$ cat config.mk
export PLATFORM = sky130hd
export DESIGN_NAME = mil_rt_responder
export DESIGN_NICKNAME = d
export VERILOG_FILES = /design/src/rtl/mil1553_pkg.sv /design/src/rtl/mil_rt_buffer.sv /design/src/rtl/mil_rt_responder.sv
export SDC_FILE = /design/constraint.sdc
export NUM_CORES = 1
export LEC_CHECK = 0
export ABC_AREA = 1
export BUFFER_PORTS_ARGS = -buffer_cell sky130_fd_sc_hd__buf_2
export CORE_AREA = 2 2 210 212
export CTS_BUF_LIST = sky130_fd_sc_hd__clkbuf_4 sky130_fd_sc_hd__clkbuf_8 sky130_fd_sc_hd__clkbuf_16
export DETAILED_ROUTE_END_ITERATION = 12
export DIE_AREA = 0 0 212 214
export GPL_TIMING_DRIVEN = 0
export PLACE_DENSITY = 0.76
export SYNTH_ARGS = -nofsm -noshare
export SYNTH_HDL_FRONTEND = slang
export SYNTH_HIERARCHICAL = 1
export SYNTH_SLANG_ARGS = --single-unit
export TNS_END_PERCENT = 20
$ cat constraint.sdc
create_clock -name clk -period 3.1 [get_ports clk]
set_clock_uncertainty 0.2 [all_clocks]
set_input_delay 0.62 -clock clk [delete_from_list [all_inputs] [get_ports clk]]
set_output_delay 0.62 -clock clk [all_outputs]
set_load 0.02 [all_outputs]
$ cat src/rtl/mil1553_pkg.sv
`default_nettype none
// +----------------------------------------------------------------------------+
// | Package     : mil1553_pkg                                                  |
// | Description : Shared definitions for the MIL-STD-1553 remote terminal:     |
// |               command/status word bit fields, responder state encoding and |
// |               small helpers for word-count decode and status assembly.     |
// | Revision    : 1.0 - initial release                                        |
// +----------------------------------------------------------------------------+
package mil1553_pkg;

  // Command word fields
  localparam int ADDR_MSB = 15;
  localparam int ADDR_LSB = 11;
  localparam int TR_BIT   = 10;
  localparam int WC_MSB   = 4;
  localparam int WC_LSB   = 0;

  // Status word: message-error flag position
  localparam int ME_BIT   = 10;

  localparam logic [4:0] BCAST_ADDR = 5'd31;

  typedef enum logic [2:0] {
    ST_IDLE      = 3'd0,
    ST_RX_DATA   = 3'd1,
    ST_GAP       = 3'd2,
    ST_TX_STATUS = 3'd3,
    ST_TX_DATA   = 3'd4,
    ST_ERR_WAIT  = 3'd5
  } state_t;

  // A word-count field of zero means 32 words.
  function automatic logic [5:0] decode_wc(input logic [4:0] field);
    return (field == 5'd0) ? 6'd32 : {1'b0, field};
  endfunction

  function automatic logic [15:0] status_word(input logic [4:0] addr, input logic me);
    logic [15:0] w;
    w                    = '0;
    w[ADDR_MSB:ADDR_LSB] = addr;
    w[ME_BIT]            = me;
    return w;
  endfunction

endpackage
`default_nettype wire

$ cat src/rtl/mil_rt_buffer.sv
`default_nettype none
// +----------------------------------------------------------------------------+
// | Module      : mil_rt_buffer                                                |
// | Description : 32 x 16 single-port message buffer. Write and read are both  |
// |               synchronous; read data appears one cycle after the address.  |
// |               Contents are not reset.                                      |
// | Ports       : clk   - clock                                                |
// |               we    - write enable                                         |
// |               addr  - word address (shared by read and write)              |
// |               wdata - write data                                           |
// |               rdata - registered read data                                 |
// | Revision    : 1.0 - initial release                                        |
// +----------------------------------------------------------------------------+
module mil_rt_buffer (
  input  logic        clk,
  input  logic        we,
  input  logic [4:0]  addr,
  input  logic [15:0] wdata,
  output logic [15:0] rdata
);

  logic [15:0] mem [32];

  always_ff @(posedge clk) begin
    if (we) begin
      mem[addr] <= wdata;
    end
    rdata <= mem[addr];
  end

endmodule
`default_nettype wire

$ cat src/rtl/mil_rt_responder.sv
`default_nettype none
// +----------------------------------------------------------------------------+
// | Module      : mil_rt_responder                                             |
// | Description : MIL-STD-1553 remote-terminal message controller. Decodes     |
// |               command words addressed to this RT (or broadcast receive),   |
// |               stores received data words, and after the response gap       |
// |               sequences the transmitter for the status word and any        |
// |               transmit data words.                                         |
// | Ports       : clk, rst          - clock, async active-high reset           |
// |               my_addr           - own RT address                           |
// |               rx_dat/rx_ok/rx_cw - decoded receive word, strobe, sync type |
// |               tx_rdy            - transmitter idle                         |
// |               tx_dat/tx_start/tx_cw - word, start strobe, sync type        |
// |               msg_done          - pulse on completion of a valid message   |
// |               msg_err           - message-error flag (sticky)              |
// |               busy              - FSM not idle                             |
// | Revision    : 1.0 - initial release                                        |
// +----------------------------------------------------------------------------+
module mil_rt_responder
  import mil1553_pkg::*;
#(
  parameter int GAP_CLKS     = 16,
  parameter int WORD_TO_CLKS = 48
) (
  input  logic        clk,
  input  logic        rst,
  input  logic [4:0]  my_addr,
  input  logic [15:0] rx_dat,
  input  logic        rx_ok,
  input  logic        rx_cw,
  input  logic        tx_rdy,
  output logic [15:0] tx_dat,
  output logic        tx_start,
  output logic        tx_cw,
  output logic        msg_done,
  output logic        msg_err,
  output logic        busy
);

  localparam logic [15:0] GAP_LAST = 16'(GAP_CLKS - 1);
  localparam logic [15:0] TO_LAST  = 16'(WORD_TO_CLKS - 1);

  state_t      state;
  logic [4:0]  idx;       // buffer index, shared by receive and transmit
  logic [5:0]  wc;        // decoded word count, 1..32
  logic [5:0]  cnt;       // words handled so far in this message
  logic [15:0] timer;     // gap / inter-word timeout / silence counter
  logic        is_tx;
  logic        is_bcast;
  logic        me;
  logic        sent;      // status word already launched in TX_STATUS

  logic [4:0]  cmd_addr;
  logic        cmd_tr;
  logic        cmd_accept;
  logic        buf_we;
  logic [15:0] buf_rdata;
  logic        unused_sa;

  assign cmd_addr  = rx_dat[ADDR_MSB:ADDR_LSB];
  assign cmd_tr    = rx_dat[TR_BIT];
  assign unused_sa = ^rx_dat[9:5];

  // Broadcast is only legal for receive; own address 31 is never matched.
  assign cmd_accept = rx_ok && rx_cw &&
                      (((cmd_addr == my_addr) && (cmd_addr != BCAST_ADDR)) ||
                       ((cmd_addr == BCAST_ADDR) && !cmd_tr));

  assign buf_we  = (state == ST_RX_DATA) && rx_ok && !rx_cw;
  assign busy    = (state != ST_IDLE);
  assign msg_err = me;

  // The buffer address is always idx, so while waiting for tx_rdy the read
  // data for the next transmit word is already sitting in buf_rdata.
  mil_rt_buffer u_buffer (
    .clk   (clk),
    .we    (buf_we),
    .addr  (idx),
    .wdata (rx_dat),
    .rdata (buf_rdata)
  );

  always_ff @(posedge clk or posedge rst) begin
    if (rst) begin
      state    <= ST_IDLE;
      idx      <= '0;
      wc       <= '0;
      cnt      <= '0;
      timer    <= '0;
      is_tx    <= 1'b0;
      is_bcast <= 1'b0;
      me       <= 1'b0;
      sent     <= 1'b0;
      tx_dat   <= '0;
      tx_start <= 1'b0;
      tx_cw    <= 1'b0;
      msg_done <= 1'b0;
    end else begin
      tx_start <= 1'b0;
      msg_done <= 1'b0;
      case (state)
        ST_IDLE: begin
          if (cmd_accept) begin
            idx      <= '0;
            cnt      <= '0;
            timer    <= '0;
            sent     <= 1'b0;
            wc       <= decode_wc(rx_dat[WC_MSB:WC_LSB]);
            is_tx    <= cmd_tr;
            is_bcast <= (cmd_addr == BCAST_ADDR);
            state    <= cmd_tr ? ST_GAP : ST_RX_DATA;
          end
        end

        ST_RX_DATA: begin
          if (rx_ok) begin
            timer <= '0;
            if (rx_cw) begin
              me    <= 1'b1;
              state <= ST_ERR_WAIT;
            end else begin
              idx <= idx + 5'd1;
              cnt <= cnt + 6'd1;
              if ((cnt + 6'd1) == wc) begin
                state <= ST_GAP;
              end
            end
          end else if (timer == TO_LAST) begin
            timer <= '0;
            me    <= 1'b1;
            state <= ST_ERR_WAIT;
          end else begin
            timer <= timer + 16'd1;
          end
        end

        ST_GAP: begin
          if (timer == GAP_LAST) begin
            timer <= '0;
            if (is_bcast) begin
              msg_done <= 1'b1;
              state    <= ST_IDLE;
            end else begin
              state <= ST_TX_STATUS;
            end
          end else begin
            timer <= timer + 16'd1;
          end
        end

        // tx_rdy may still read high while our own tx_start is visible, so
        // completion is only recognised once the strobe has gone away.
        ST_TX_STATUS: begin
          if (!sent) begin
            if (tx_rdy) begin
              tx_start <= 1'b1;
              tx_dat   <= status_word(my_addr, me);
              tx_cw    <= 1'b1;
              sent     <= 1'b1;
            end
          end else if (tx_rdy && !tx_start) begin
            sent <= 1'b0;
            if (is_tx) begin
              idx   <= '0;
              cnt   <= '0;
              state <= ST_TX_DATA;
            end else begin
              msg_done <= 1'b1;
              me       <= 1'b0;
              state    <= ST_IDLE;
            end
          end
        end

        ST_TX_DATA: begin
          if (tx_rdy && !tx_start) begin
            if (cnt == wc) begin
              msg_done <= 1'b1;
              me       <= 1'b0;
              state    <= ST_IDLE;
            end else begin
              tx_start <= 1'b1;
              tx_dat   <= buf_rdata;
              tx_cw    <= 1'b0;
              idx      <= idx + 5'd1;
              cnt      <= cnt + 6'd1;
            end
          end
        end

        ST_ERR_WAIT: begin
          if (rx_ok) begin
            timer <= '0;
          end else if (timer == TO_LAST) begin
            timer <= '0;
            state <= ST_IDLE;
          end else begin
            timer <= timer + 16'd1;
          end
        end

        default: state <= ST_IDLE;
      endcase
    end
  end

endmodule
`default_nettype wire

==> Word-level counts from Yosys, hierarchy flattened <==
Memory sizes are Yosys's and may differ from the RTL's. A register that Yosys moved wholly into a read port is not among the register bits.
Cells that the tools add are included.
Widths: inputs -> output; s select.
{ "totals": {"ramBits": 512, "n_memories": 1, "regBits": 59, "input_bits": 26} }
{ "op_classes": {"reduce_logical": 27, "n_addsub": 3, "n_mux": 78, "eq_ne": 30} }
{ "memory_table": {"columns": ["memory", "depth", "width", "rd", "rd_clocked_by_memory_dff", "wr", "line_no", "source"], "rows": [
  ["u_buffer.mem", 32, 16, 1, 1, 1, "mil_rt_buffer.sv:22", "logic [15:0] mem [32];"]
]} }
{ "ops": {"columns": ["op", "count"], "rows": [
  ["$mux 16", 8],
  ["$mux 6", 9],
  ["$pmux 16 s3", 1],
  ["$mux 5", 8],
  ["$mux 3", 13],
  ["$pmux 16 s2", 1],
  ["$ne 2x2->1 const B", 15],
  ["$mux 1", 28],
  ["$pmux 6 s4", 1],
  ["$pmux 5 s4", 1],
  ["$pmux 3 s6", 1],
  ["$add 16x1->16 const B", 1],
  ["$eq 16x4->1 const B", 1],
  ["$eq 16x6->1 const B", 1],
  ["$eq 6x6->1", 2],
  ["$reduce_and 10->1", 1],
  ["$reduce_and 9->1", 1],
  ["$reduce_bool 3->1", 3],
  ["$reduce_and 8->1", 1],
  ["$logic_and 1x1->1", 7],
  ["$add 6x1->6 const B", 1],
  ["$eq 3x2->1 const B", 2],
  ["$eq 3x3->1 const B", 2],
  ["$pmux 1 s2", 3],
  ["19 further kinds", 26]
]} }

==> Longest topological paths before layout <==
{ "logic_depth": {"word_depth": 6, "depth_mapped": 12, "ltp_nobuf": 12} }

==> Hierarchy <==
The synthesis kept the hierarchy.
{ "by_module_without_submodules": {"columns": ["module", "area_per_inst_um2", "n_inst", "cells_each", "seq_area_each_um2"], "rows": [
  ["mil_rt_buffer", 21919.8, 1, 2074, 15695.1],
  ["mil_rt_responder", 3679.8, 1, 526, 1476.4]
]} }

==> Worst setup path before layout <==
Ideal clock, no wire load.
{ "synth_timing": {"kind": "in2reg", "start": "input rx_ok", "end": "memory u_buffer.mem[24][0] (enable)", "setup_time_ps": 388, "cell_stages": 5, "slack_ps": 392, "arrival_ps": 2120, "path_cell_list": "buf_4 > inv_2 > nor3_2 > nand3_1 > nor2_1"} }
{ "synth_via": {"elab_chain_len": 4} }
{ "synth_lines": {"columns": ["item", "line_no", "source"], "rows": [
  ["from (decl)", "mil_rt_responder.sv:29", "input logic rx_ok,"],
  ["$logic_and 1x1->1 (2 in a row)", "mil_rt_responder.sv:69", "assign buf_we = (state == ST_RX_DATA) && rx_ok && !rx_cw;"],
  ["named net buf_we", "mil_rt_responder.sv:56", "logic buf_we;"],
  ["$mux 1", "mil_rt_buffer.sv:25", "if (we) begin"],
  ["$mux 1 (not written as such)", "mil_rt_buffer.sv:26", "mem[addr] <= wdata;"],
  ["to (decl)", "mil_rt_buffer.sv:22", null]
]} }
The timed path passes the listed nets, and every way through them passes these cells.

==> Worst setup path after layout <==
{ "layout_timing": {"start": "register state[0]", "end": "memory u_buffer.mem[9][10] (enable)"} }
{ "layout_via": {"elab_chain_len": 5} }
{ "layout_lines": {"columns": ["item", "line_no", "source"], "rows": [
  ["from (decl)", "mil_rt_responder.sv:43", "state_t state;"],
  ["from (signal assigned)", "mil_rt_responder.sv:111", "state <= cmd_tr ? ST_GAP : ST_RX_DATA;"],
  ["$eq 3x1->1", "mil_rt_responder.sv:69", null],
  ["$logic_and 1x1->1 (2 in a row)", "mil_rt_responder.sv:69", null],
  ["named net buf_we", "mil_rt_responder.sv:56", null],
  ["$mux 1", "mil_rt_buffer.sv:25", null],
  ["$mux 1 (not written as such)", "mil_rt_buffer.sv:26", null]
]} }
The timed path passes the listed nets, and every way through them passes these cells.

==> key figures <==
Logic synthesis
  • Post-synthesis sequential area ratio: 67.1%
  • Yosys reg bits: 587
  • Synth unique cells: 42
  • Synthesized cell area: ~26000 um^2
  • Post-synth EDFFs: 512
  • Yosys top cell by area: edfxtp_1
  • Largest cells by area after synthesis: edfxtp_1 60%, nand2_1 22%, dfrtp_1 5.8%
  • Most common library cells after synthesis: 1532 x nand2_1, 512 x edfxtp_1, 130 x nor2_1, 59 x dfrtp_1, 57 x buf_2
  • Synth Warn #: 6
  • Mapped Nets: 2629
  • Syn_area_per_cell: 9.85 um^2
  • Count leader, synth: nand2_1
  • Synth async-reset ratio: 10.1%
  • Mapped Cells: 2600
  • Ys flop type: edfxtp_1
  • Share of the synthesized area in the top cell type: 60.1%

Placed design
  • Pre-CTS WS: -927 ps
  • Port bufs: 45
  • Gpl congestion: just under 1
  • Post-DP HPWL: around 42 mm

Routing
  • Vias post-DR: 18517
  • DRT antenna net count: 0
  • Metal2 WL: 30.7 mm
  • M1 WL: 25.8 mm
  • Drt pass-1 iters: 6
  • Routed wl met3: 7.39 mm
  • Avg WL per Cell: 19.8 um
  • DRC errors left: 0
  • Drt initial violations: 2253
  • Avg Vias per Cell: 5.51
  • Routed WL: 66.5 mm
  • Top routing layer in use: met4

Global routing
  • Initial antenna violation count: 0
  • All-Layer GR Usage: approximately 29%
  • Vias in the first global route: 17488
  • First-pass GRT wire length: roughly 100 mm
  • GRT overflow: 0
  • Largest net degree at the start of global routing: 36

Clock network
  • Largest buffer count on any clock path: 3
  • Clock sink count: between 500 and 600
  • Root Driver: clkbuf_16
  • Skew-Pair Late Insertion Delay: 610 ps
  • Total CTS buffers: between 50 and 60
  • Clock-pin slew on the worst setup and hold paths: 60 ps
  • CTS tree: done
  • CTS H-Tree Depth: 2

Floorplan
  • Die height: 214 um
  • Die Wd: 212 um
  • Core footprint: 42900 um^2
  • Initial Util: between 50% and 60%
  • I/O Pins: 47
  • Cell Rows: 76
  • Area of the die: between 40000 and 50000 um^2

Critical path
  • Most frequent CP cell: nor2_4
  • Max Fanout on Critical Path: 9
  • Data arrival, critical path: 3310 ps
  • Bufs and invs on worst path: 2
  • CP cell instances: inv_2 -> nor2_4 -> nand2_1 -> nor3_4 -> nand3_2 -> nor2_4 -> buf_6
  • CP Data Required Time: about 3200 ps
  • CP Class: reg -> reg
  • Worst setup EP type: flip-flop
  • Worst path slowest cell: nand3_2
  • CP peak stage delay: ~610 ps
  • Worst path top cell family by delay: simple AND/OR/NAND/NOR gates
  • Startpoint Class: flip-flop

Pwr
  • Seq pwr share: 55.9%
  • Sw Pwr: approximately 3.0 mW
  • Peak VDD IR: 0.536 mV
  • Combinational power share: 1.4%
  • Power per cell area: 530 nW/um^2
  • Switching share of power: approximately a fifth
  • Power Internal: 12.3 mW
  • Final Power: 15.4 mW
  • Clock share of power: 42.7%
  • Static leakage: 12.3 nW

Layout
  • Fin nets: 2760
  • Area grow syn2layout: 13.2%
  • # fillers: 3152
  • Share of cells above drive strength 1: 12.3%

Timing
  • Fin. Hold Viols: 0
  • Period utilisation layout: 103%
  • Final WS setup: -103 ps
  • Slew @ Worst Pin: 949 ps
  • Final min period: around 3200 ps
  • F_max: roughly 310 MHz
  • Slew Limit Fails: 0
  • RSZ-0062 raised after global routing: true
  • Slew headroom: a little under two fifths
  • Setup-failing EPs final: about 190

Job
  • Max-Cap Viols: 0

Run status
  • Status: finished, violations left
  • Failing checks: setup timing

Hold path
  • Worst hold path class: in -> reg
## state kept, by name (all words and copies together), names as in the netlist, 3 cells and up
signal,count
u_buffer/rdata,16
state,3
timer,16
u_buffer/mem,512
cnt,6
wc,6
idx,5
tx_dat,16
## power groups by stage
stage | Sequential, mW | Combinational [mW] | Clock (mW)
detailed placement | 8.76 | 0.209 | 0
global placement | 8.76 | 0.196 | 0
CTS | 8.59 | 0.211 | 6.62
global route | 8.59 | 0.223 | 6.93
finish | 8.59 | 0.209 | 6.56
floorplan | 8.76 | 0.0315 | 0
## per-stage QoR
stage                     TNS (ps)  instances  util (%)  instance area [um^2]  hold WS, ps
after global placement     -373100       3230      61.9                 26600          247
after detailed placement   -310380       3238      62.2                 26700          247
final                        -9520       3359      67.6                 29000          122
after CTS                    -3520       3351      67.2                 28800          107
after floorplan                  0       2600         -                 25600          230
after global routing        -24040       3358      67.6                 29000          126
## final timing paths
check / from / to / slack [ps] / cells past startpoint
min reg2reg: u_buffer/rdata[4]$_DFF_P_ / tx_dat[4]$_DFFE_PP0P_ / 250 / 2
min in group asynchronous: rst / timer[11]$_DFFE_PP0P_ / 450 / 3
max in group asynchronous: rst / wc[3]$_DFFE_PP0P_ / 1650 / 4
min: tx_rdy / sent$_DFFE_PP0P_ / 120 / 3
max reg2reg: state[0]$_DFFE_PP0P_ / u_buffer/mem[9][10]$_DFFE_PP_ / -100 / 7
max: state[0]$_DFFE_PP0P_ / u_buffer/mem[9][10]$_DFFE_PP_ / -100 / 7
## cell usage in the layout, fill, tap and decap left out, types with 7 or more instances in the layout
master / synthesis / routed
buf_6: 29 / 32
dfrtp_1: 59 / 59
clkbuf_1: 11 / 11
nor3_4: 6 / 7
clkinv_1: 0 / 12
inv_2: 10 / 11
nor2_4: 4 / 32
o21ai_0: 21 / 21
nand2_1: 1532 / 1532
buf_2: 57 / 102
buf_4: 14 / 19
clkbuf_4: 0 / 13
clkbuf_16: 0 / 57
nand3_2: 5 / 9
clkinv_2: 0 / 9
nand3_1: 53 / 49
nor2_1: 130 / 98
a21oi_1: 10 / 10
buf_12: 0 / 14
xor2_1: 14 / 14
dfxtp_1: 16 / 16
nand4_1: 14 / 14
inv_1: 49 / 48
edfxtp_1: 512 / 512
## repair_timing
item | 4_1_cts | 5_1_grt
endpoints found under the hold margin | 30 | 0
pin swaps | 13 | 15
gates resized for setup | 55 | 0
setup buffers | 11 | 7
hold buffers | 1 | 0
endpoints found under the setup margin | 508 | 371
## layer usage
metal  track usage [%]  vias to the layer above
li1                  -                     8671
met1              40.8                     8702
met2              46.2                      971
met3              5.25                      173
met4              12.3                        0
met5                 0                        -
## worst min-delay path, stage by stage
cell and delay, ps:
buf_2 100, a21oi_1 60, o21ai_0 120
## logic make-up (layout without fill, tap and decap cells)
group	Yosys count	count (layout)	synth area share (%)
and+or+nand+nor	1769	1769	27.2
xor gates and xnor gates	17	17	0.582
adders and majority gates	3	3	0.147
buffers and inverters	174	347	3.92
DFF	587	587	67.1
other	0	1	0
AOI/OAI and AO/OA	50	50	1.11
## cell type report
class | count | area [um^2] | area share (%)
antenna | 1 | 2.50 | 0.00863
tap | 585 | 732 | 2.53
clock inverter | 28 | 190 | 0.656
sequential | 587 | 17200 | 59.2
multi-input combinational | 1839 | 7670 | 26.5
inverter | 62 | 240 | 0.829
buffer | 112 | 763 | 2.63
clock buffer | 73 | 1570 | 5.40
timing repair buffer | 72 | 647 | 2.23
No activity file was read; power rests on OpenSTA's default activity.
